### src/rtl/truth_table_sweeper.sv
// Sweeps every input vector through an external combinational DUT and checks each response against a golden truth table.
// Optional macro SWEEP_MISR_EN adds a serial CRC-16 (0x1021) signature over the sampled responses.
module truth_table_sweeper #(
  parameter int N_IN = 4,
  parameter int SETTLE = 2,
  parameter logic [2**N_IN-1:0] EXPECTED = 16'hA5C3
) (
  input  logic              clk,
  input  logic              rst_n,
  input  logic              start,
  output logic [N_IN-1:0]   dut_in,
  input  logic              dut_out,
  output logic              busy,
  output logic              done,
  output logic              pass,
  output logic [N_IN:0]     err_count,
  output logic              first_fail_valid,
  output logic [N_IN-1:0]   first_fail_idx,
  output logic [15:0]       signature
);

  typedef enum logic [1:0] {S_IDLE, S_SETTLE, S_SAMPLE, S_DONE} state_t;

  state_t          state_q, state_d;
  logic [3:0]      wait_q, wait_d;
  logic [N_IN-1:0] idx_q, idx_d;
  logic [N_IN:0]   err_q, err_d;
  logic            ffv_q, ffv_d;
  logic [N_IN-1:0] ffi_q, ffi_d;

  logic start_ok;
  logic last_vec;
  logic settle_end;
  logic mismatch;

  assign start_ok   = start && ((state_q == S_IDLE) || (state_q == S_DONE));
  assign last_vec   = (idx_q == {N_IN{1'b1}});
  assign settle_end = (wait_q == 4'(SETTLE - 1));
  assign mismatch   = (state_q == S_SAMPLE) && (dut_out != EXPECTED[idx_q]);

  always_ff @(posedge clk or negedge rst_n) begin
    if (!rst_n) begin
      state_q <= S_IDLE;
    end else begin
      state_q <= state_d;
    end
  end

  always_comb begin
    state_d = state_q;
    case (state_q)
      S_IDLE:   if (start_ok) state_d = S_SETTLE;
      S_SETTLE: if (settle_end) state_d = S_SAMPLE;
      S_SAMPLE: state_d = last_vec ? S_DONE : S_SETTLE;
      S_DONE:   if (start_ok) state_d = S_SETTLE;
      default:  state_d = S_IDLE;
    endcase
  end

  // pass is derived from the held count so it can only be true once the sweep is over
  always_comb begin
    busy = (state_q == S_SETTLE) || (state_q == S_SAMPLE);
    done = (state_q == S_DONE);
    pass = (state_q == S_DONE) && (err_q == '0);
  end

  always_comb begin
    wait_d = wait_q;
    idx_d  = idx_q;
    err_d  = err_q;
    ffv_d  = ffv_q;
    ffi_d  = ffi_q;
    if (start_ok) begin
      wait_d = '0;
      idx_d  = '0;
      err_d  = '0;
      ffv_d  = 1'b0;
      ffi_d  = '0;
    end else if (state_q == S_SETTLE) begin
      wait_d = wait_q + 4'd1;
    end else if (state_q == S_SAMPLE) begin
      if (mismatch) begin
        err_d = err_q + (N_IN+1)'(1);
        if (!ffv_q) begin
          ffv_d = 1'b1;
          ffi_d = idx_q;
        end
      end
      if (!last_vec) begin
        idx_d  = idx_q + (N_IN)'(1);
        wait_d = '0;
      end
    end
  end

  always_ff @(posedge clk or negedge rst_n) begin
    if (!rst_n) begin
      wait_q <= '0;
      idx_q  <= '0;
      err_q  <= '0;
      ffv_q  <= 1'b0;
      ffi_q  <= '0;
    end else begin
      wait_q <= wait_d;
      idx_q  <= idx_d;
      err_q  <= err_d;
      ffv_q  <= ffv_d;
      ffi_q  <= ffi_d;
    end
  end

  assign dut_in           = idx_q;
  assign err_count        = err_q;
  assign first_fail_valid = ffv_q;
  assign first_fail_idx   = ffi_q;

`ifdef SWEEP_MISR_EN
  logic [15:0] sig_q, sig_d;
  logic        fb;

  always_comb begin
    sig_d = sig_q;
    fb    = sig_q[15] ^ dut_out;
    if (start_ok) begin
      sig_d = 16'hFFFF;
    end else if (state_q == S_SAMPLE) begin
      sig_d = {sig_q[14:0], 1'b0} ^ (fb ? 16'h1021 : 16'h0000);
    end
  end

  always_ff @(posedge clk or negedge rst_n) begin
    if (!rst_n) begin
      sig_q <= 16'h0000;
    end else begin
      sig_q <= sig_d;
    end
  end

  assign signature = sig_q;
`else
  assign signature = 16'h0000;
`endif

endmodule

### config.mk
export PLATFORM = sky130hd
export DESIGN_NAME = truth_table_sweeper
export DESIGN_NICKNAME = d
export VERILOG_FILES = /design/src/rtl/truth_table_sweeper.sv
export SDC_FILE = /design/constraint.sdc
export NUM_CORES = 1
export LEC_CHECK = 0
export ABC_AREA = 1
export CAP_MARGIN = 10
export CORE_ASPECT_RATIO = 2
export CORE_MARGIN = 8
export CORE_UTILIZATION = 43
export DETAILED_ROUTE_END_ITERATION = 10
export GPL_TIMING_DRIVEN = 0
export HOLD_SLACK_MARGIN = 0.06
export PLACE_DENSITY = 0.76
export SLEW_MARGIN = 20
export SYNTH_ARGS = -nofsm -noshare
export SYNTH_HDL_FRONTEND = slang
export SYNTH_SLANG_ARGS = --single-unit
### constraint.sdc
create_clock -name clk -period 1.4 [get_ports clk]
set_input_delay 0.42 -clock clk [delete_from_list [all_inputs] [get_ports clk]]
set_output_delay 0.42 -clock clk [all_outputs]
set_load 0.05 [all_outputs]
==> flow_metrics.env, run 1 <==
export IMPL_min_path_type="input port to async pin"
export IMPL_gp_congestion=0.881
export IMPL_first_iter_violations=24
export IMPL_synth_area_leaders="dfrtp_1 38%, ha_1 9.5%, nand2_1 9.4%"
export IMPL_cp_top_family="flip-flops"
export IMPL_synth_edf_count=0
export IMPL_dp_cells=224
export IMPL_syn_area_per_cell_um2=8.25
export IMPL_hpwl_um=2560
export IMPL_max_freq_ghz=0.591
export IMPL_slowest_stage="dfrtp_2"
export IMPL_syn_to_final_growth_pct=51.8
export IMPL_synth_top_family_by_area="simple AND/OR/NAND/NOR gates"
export IMPL_finalSetupTns_ps=-4030
export IMPL_path_buf_inv=2
export IMPL_ant_nets=0
export IMPL_cp_start_kind="flip-flop"
export IMPL_drc=0
export IMPL_finalCriticalPeriod_ps=1690
export IMPL_setup_viol=21
export IMPL_cp_required_ps=980
export IMPL_synth_compound_area_frac=0.0724
export IMPL_die_area_um2=5180
export IMPL_synth_warnings=0
export IMPL_synthMostInstantiatedCell="nand2_1"
export IMPL_row_count=28
export IMPL_synth_ff_type="dfrtp_1"
export IMPL_routed_wl_um=3650
export IMPL_clk_pin_slew_ps=80
export IMPL_cts_root_buffer="clkbuf_8"
export IMPL_grt_overflow=0
export IMPL_yosysTopAreaCellShare=0.381
export IMPL_htreeDepth=1
export IMPL_stdcell_area_um2=1990
export IMPL_cp_arrival_ps=1270
export IMPL_diodes=0
export IMPL_clock_sinks=20
export IMPL_cp_end_kind="output port"
export IMPL_period_share=1.21
export IMPL_nets=231
export IMPL_rsz0062_at_grt="true"
export IMPL_outcome="finished, violations left"
export IMPL_yosys_cell_types_count=23
export IMPL_synthAdderAreaFrac=0.0953
export IMPL_num_vias=1199
export IMPL_worstMarginPinSlew_ps=937
export IMPL_ys_ff_latch=20
export IMPL_synthSimpleGateAreaFrac=0.254
export IMPL_grt_max_degree=21
export IMPL_syn_cell_area_um2=1310
export IMPL_core_area_um2=2940
export IMPL_slew_violations=0
export IMPL_cts_made_buffers=3
export IMPL_worstSetupPathType="flip-flop to output port"
export IMPL_wire_per_inst_um=14.8
export IMPL_relSlewSlack=0.374
export IMPL_yosysSeqAreaShare=0.381
export IMPL_grt_pass1_vias=1304
export IMPL_hold_viol=0
export IMPL_instances_no_fill=246
export IMPL_place_area_um2=1730
export IMPL_syn_instance_count=159
export IMPL_io_buffers=20
export IMPL_track_usage=0.151
export IMPL_path_max_fanout=3
export IMPL_die_w_um=55.1
export IMPL_synth_xor_area_share=0.0334
export IMPL_crit_chain="ha_4 > clkinvlp_4 > buf_8"
export IMPL_die_h_um=94.1
export IMPL_viasPerCell=4.87
export IMPL_violations="negative setup slack"
export IMPL_async_flop_share=1.00
export IMPL_slowest_delay_ps=450
export IMPL_ios=37
export IMPL_synth_top_cell_by_area="dfrtp_1"
export IMPL_maxCapViolCount=0
export IMPL_antenna_found_initial=0
export IMPL_synth_top_cells_by_count="33 x nand2_1, 20 x dfrtp_1, 20 x nand3_1"
export IMPL_drive_gt1_frac=0.495
export IMPL_timing_hold_ws_ps=294
export IMPL_first_pass_iters=4
export IMPL_start_util=0.446
export IMPL_clockBufferDepth=2
export IMPL_fin_worst_skew_ps=3.79
export IMPL_setup_ws_ps=-293
export IMPL_synth_area_mux_share=0
export IMPL_cts_tree="yes"
export IMPL_clkLatencyLatePin_ps=260
export IMPL_grt_first_pass_wirelength_um=6040
per-stage QoR:
step / utilization / worst slack [ps]
finish: 0.677 / -293
global route: 0.677 / -344
CTS: 0.665 / -296
detailed placement: 0.588 / -716
global placement: 0.588 / -692
floorplan: - / -312
final cells by class:
cell class	count	area, um2
buffer	18	150
clock buffer	4	55.1
fill	227	951
inverter	19	83.8
multi-input combinational	117	823
sequential	20	513
tap	30	37.5
timing repair buffer	38	329
flip-flops by register name (all words and copies together) (netlist names):
name / count
err_count: 5
dut_in: 4
first_fail_idx: 4
wait_q: 4
state_q: 2
first_fail_valid: 1
cell families after synthesis:
logic type                 after synthesis
AOI/OAI and AO/OA                       16
xor gates and xnor gates                 5
adders and majority gates               10
buffers and inverters                   37
DFF                                     20
other                                    1
and+or+nand+nor                         70
placed cells by master (no fill, tap or decap), drive strengths merged:
cell / netlist / final
dfrtp: 20 / 20
xor2: 3 / 3
conb: 1 / 16
inv: 19 / 17
clkdlybuf4s50: 0 / 2
o21ai: 8 / 8
clkinvlp: 0 / 2
dlymetal6s2s: 0 / 1
o22ai: 3 / 3
xnor2: 2 / 2
nor3: 1 / 1
nand3: 22 / 22
buf: 18 / 53
and2: 1 / 1
clkbuf: 0 / 4
nor2: 8 / 8
or2: 1 / 1
ha: 10 / 10
nand2: 37 / 37
a21oi: 5 / 5
per-layer routing:
layer | vias to the layer above | global-route usage | share of wire
met3 | 10 | 0.0222 | 0.049
li1 | 588 | - | -
met2 | 23 | 0.289 | 0.61
met5 | - | 0 | 0
met1 | 578 | 0.143 | 0.31
met4 | 0 | 0.0605 | 0.029
worst reg2reg max path: stages (launching register included):
cell and delay, ps:
dfrtp_2 450, ha_4 310, nand2_4 80, a21oi_4 220, buf_4 150, buf_4 100
nand3_1 50, o21ai_1 140, nor2_1 60
what timing repair did:
item	in CTS	in global routing
pin swaps	13	4
hold buffers	0	0
cloned	1	0
setup buffers	13	4
resized for setup	127	2
hold endpoints to repair	0	0
setup endpoints to repair	35	43
path summary, 6_finish.rpt:
check                                       start           endpoint  slack (ps)  cells past startpoint
worst min-delay path                        rst_n       err_count[1]         290                      1
worst max register to register         state_q[1]          dut_in[3]        -280                      8
max in group asynchronous                   rst_n          dut_in[3]         470                      1
worst max-delay path                   state_q[1]               busy        -290                      3
min in group clk                first_fail_idx[0]  first_fail_idx[0]         480                      2
worst min register to register  first_fail_idx[0]  first_fail_idx[0]         480                      2
Power of run 1 is left out: the tool's default activity adds up to more than one toggle a clock period on the data nets, which glitch-free logic cannot reach.
==> inputs of run 2 (changes only) <==
--- a/config.mk
+++ b/config.mk
@@ -13,7 +13,7 @@
 export DETAILED_ROUTE_END_ITERATION = 10
 export GPL_TIMING_DRIVEN = 0
 export HOLD_SLACK_MARGIN = 0.06
-export PLACE_DENSITY = 0.76
+export PLACE_DENSITY_LB_ADDON = 0.12
 export SLEW_MARGIN = 20
 export SYNTH_ARGS = -nofsm -noshare
 export SYNTH_HDL_FRONTEND = slang
==> run 2 against run 1 <==
- the flow still finishes with violations (negative setup slack)
- die area stayed put
- flip-flop and latch count unchanged
- fmax shrank 0.87%
- sequential share of layout area fell by 0.84 points
- design area rose by 3.4%
- highest routed layer unchanged
==> flow_metrics.env, run 2 (synthesized netlist as in run 1, its figures left out) <==
export IMPL_grt_pass1_vias=1233
export IMPL_rsz0062_at_grt="true"
export IMPL_final_common_cell="buf_4"
export IMPL_nets=228
export IMPL_grt_max_degree=21
export IMPL_ios=37
export IMPL_setup_viol=22
export IMPL_cts_made_buffers=3
export IMPL_slowest_stage="dfrtp_2"
export IMPL_gp_congestion=0.891
export IMPL_violations="negative setup slack"
export IMPL_grt_overflow=0
export IMPL_grt_first_pass_wirelength_um=5610
export IMPL_final_cell_mix="29 x buf_4, 21 x nand2_1, 16 x conb_1"
export IMPL_relSlewSlack=0.388
export IMPL_cp_arrival_ps=1860
export IMPL_period_share=1.22
export IMPL_crit_chain="ha_4 > nand2_4 > a21oi_4 > nand2_4 > nand2_4 > buf_6 > nand2_4 > nand2_2 > nand2_2"
export IMPL_io_buffers=20
export IMPL_start_util=0.446
export IMPL_final_util=0.700
export IMPL_place_area_um2=1730
export IMPL_min_path_type="input port to async pin"
export IMPL_r2r_slack_ps=-310
export IMPL_timing_hold_ws_ps=404
export IMPL_cp_required_ps=1560
export IMPL_cp_start_kind="flip-flop"
export IMPL_track_usage=0.141
export IMPL_slowest_delay_ps=450
export IMPL_hpwl_um=2480
export IMPL_core_area_um2=2940
export IMPL_worstSetupPathType="flip-flop to flip-flop"
export IMPL_instances_no_fill=243
export IMPL_cts_tree="yes"
export IMPL_num_vias=1172
export IMPL_diodes=0
export IMPL_clk_pin_slew_ps=80
export IMPL_ff2ff_path_depth=9
export IMPL_ant_nets=0
export IMPL_cp_top_family="simple AND/OR/NAND/NOR gates"
export IMPL_htreeDepth=1
export IMPL_finalCriticalPeriod_ps=1710
export IMPL_maxCapViolCount=0
export IMPL_max_freq_ghz=0.585
export IMPL_slew_violations=0
export IMPL_viasPerCell=4.82
export IMPL_wire_per_inst_um=14.5
export IMPL_first_iter_violations=19
export IMPL_largest_reg_flops=5
export IMPL_routed_wl_um=3520
export IMPL_antenna_found_initial=0
export IMPL_outcome="finished, violations left"
export IMPL_worst_path_most_repeated_cell="nand2_4"
export IMPL_drc=0
export IMPL_cts_root_buffer="clkbuf_8"
export IMPL_first_pass_iters=4
export IMPL_clockBufferDepth=2
export IMPL_stdcell_area_um2=2060
export IMPL_clock_sinks=20
export IMPL_fin_worst_skew_ps=7.79
export IMPL_cp_end_kind="flip-flop"
export IMPL_setup_ws_ps=-308
export IMPL_syn_to_final_growth_pct=56.9
export IMPL_worstMarginPinSlew_ps=918
export IMPL_die_area_um2=5180
export IMPL_clkLatencyLatePin_ps=260
export IMPL_r2r_start="state_q[1]"
export IMPL_path_max_fanout=4
export IMPL_dp_cells=224
export IMPL_die_h_um=94.1
export IMPL_reg2reg_to="first_fail_idx[2]"
export IMPL_row_count=28
export IMPL_drive_gt1_frac=0.577
export IMPL_die_w_um=55.1
export IMPL_path_buf_inv=1
export IMPL_hold_viol=0
run 2: cell count changes in the layout (fill, tap and decap cells not counted), moves of 3 or more:
cell and delta:
buf_6 +4, nand3_1 -5, nand2_2 +3, o22ai_1 -3, buf_4 -5, nand2_4 +4
nand2_1 -6, o22ai_2 +3, nand3_2 +3
run 2: worst register-to-register path, delay by kind of cell, from the launching register on:
kind | cells | cell delay, ps
simple gates | 6 | 480
flops | 1 | 450
fa+ha+maj | 1 | 310
compound gates | 1 | 230
buf+inv | 1 | 140
run 2: repair_timing:
item,4_1_cts,5_1_grt
setup endpoints to repair,42,24
buffers inserted,13,6
gates cloned,1,0
resized for setup,129,33
pin swaps,15,15
hold buffers,0,0
run 2: worst max-delay path by stage:
stage / startpoint / end / slack (ps) / cells past startpoint
floorplan: err_count[0] / pass / -310 / 4
global placement: err_count[0] / pass / -710 / 5
detailed placement: err_count[0] / pass / -710 / 5
CTS: state_q[1] / busy / -290 / 3
global route: state_q[1] / first_fail_idx[1] / -370 / 9
finish: state_q[1] / first_fail_idx[2] / -310 / 9
run 2: area by class of cell:
type,count,area [um2]
plain buffers,17,131
clock buffers,4,45.0
fillers,252,883
inverters,19,86.3
multi-input cells,117,930
flip-flops and latches,20,513
well taps,30,37.5
repair buffers,36,317
run 2: per-layer routing:
layer | routed length, um | global-route usage
met5 | 0 | 0
met4 | 60 | 0.0423
met3 | 167 | 0.0222
met2 | 2140 | 0.277
met1 | 1160 | 0.132
run 2: through the flow:
stage / setup slack, ps / setup TNS (ps)
after floorplan: -312 / -2440
after global placement: -706 / -15210
after detailed placement: -712 / -16730
after CTS: -294 / -4180
after global routing: -369 / -5490
final: -308 / -4270
Power of run 2 is left out for the same reason.
==> inputs of run 3 (changes only) <==
--- a/config.mk
+++ b/config.mk
@@ -6,6 +6,7 @@
 export NUM_CORES = 1
 export LEC_CHECK = 0
 export ABC_AREA = 1
+export ABC_CLOCK_PERIOD_IN_PS = 1400
 export CAP_MARGIN = 10
 export CORE_ASPECT_RATIO = 2
 export CORE_MARGIN = 8
==> results of run 3 <==
The final DEF is identical to that of run 2; final timing and power are the same.
Power of run 3 is left out for the same reason.
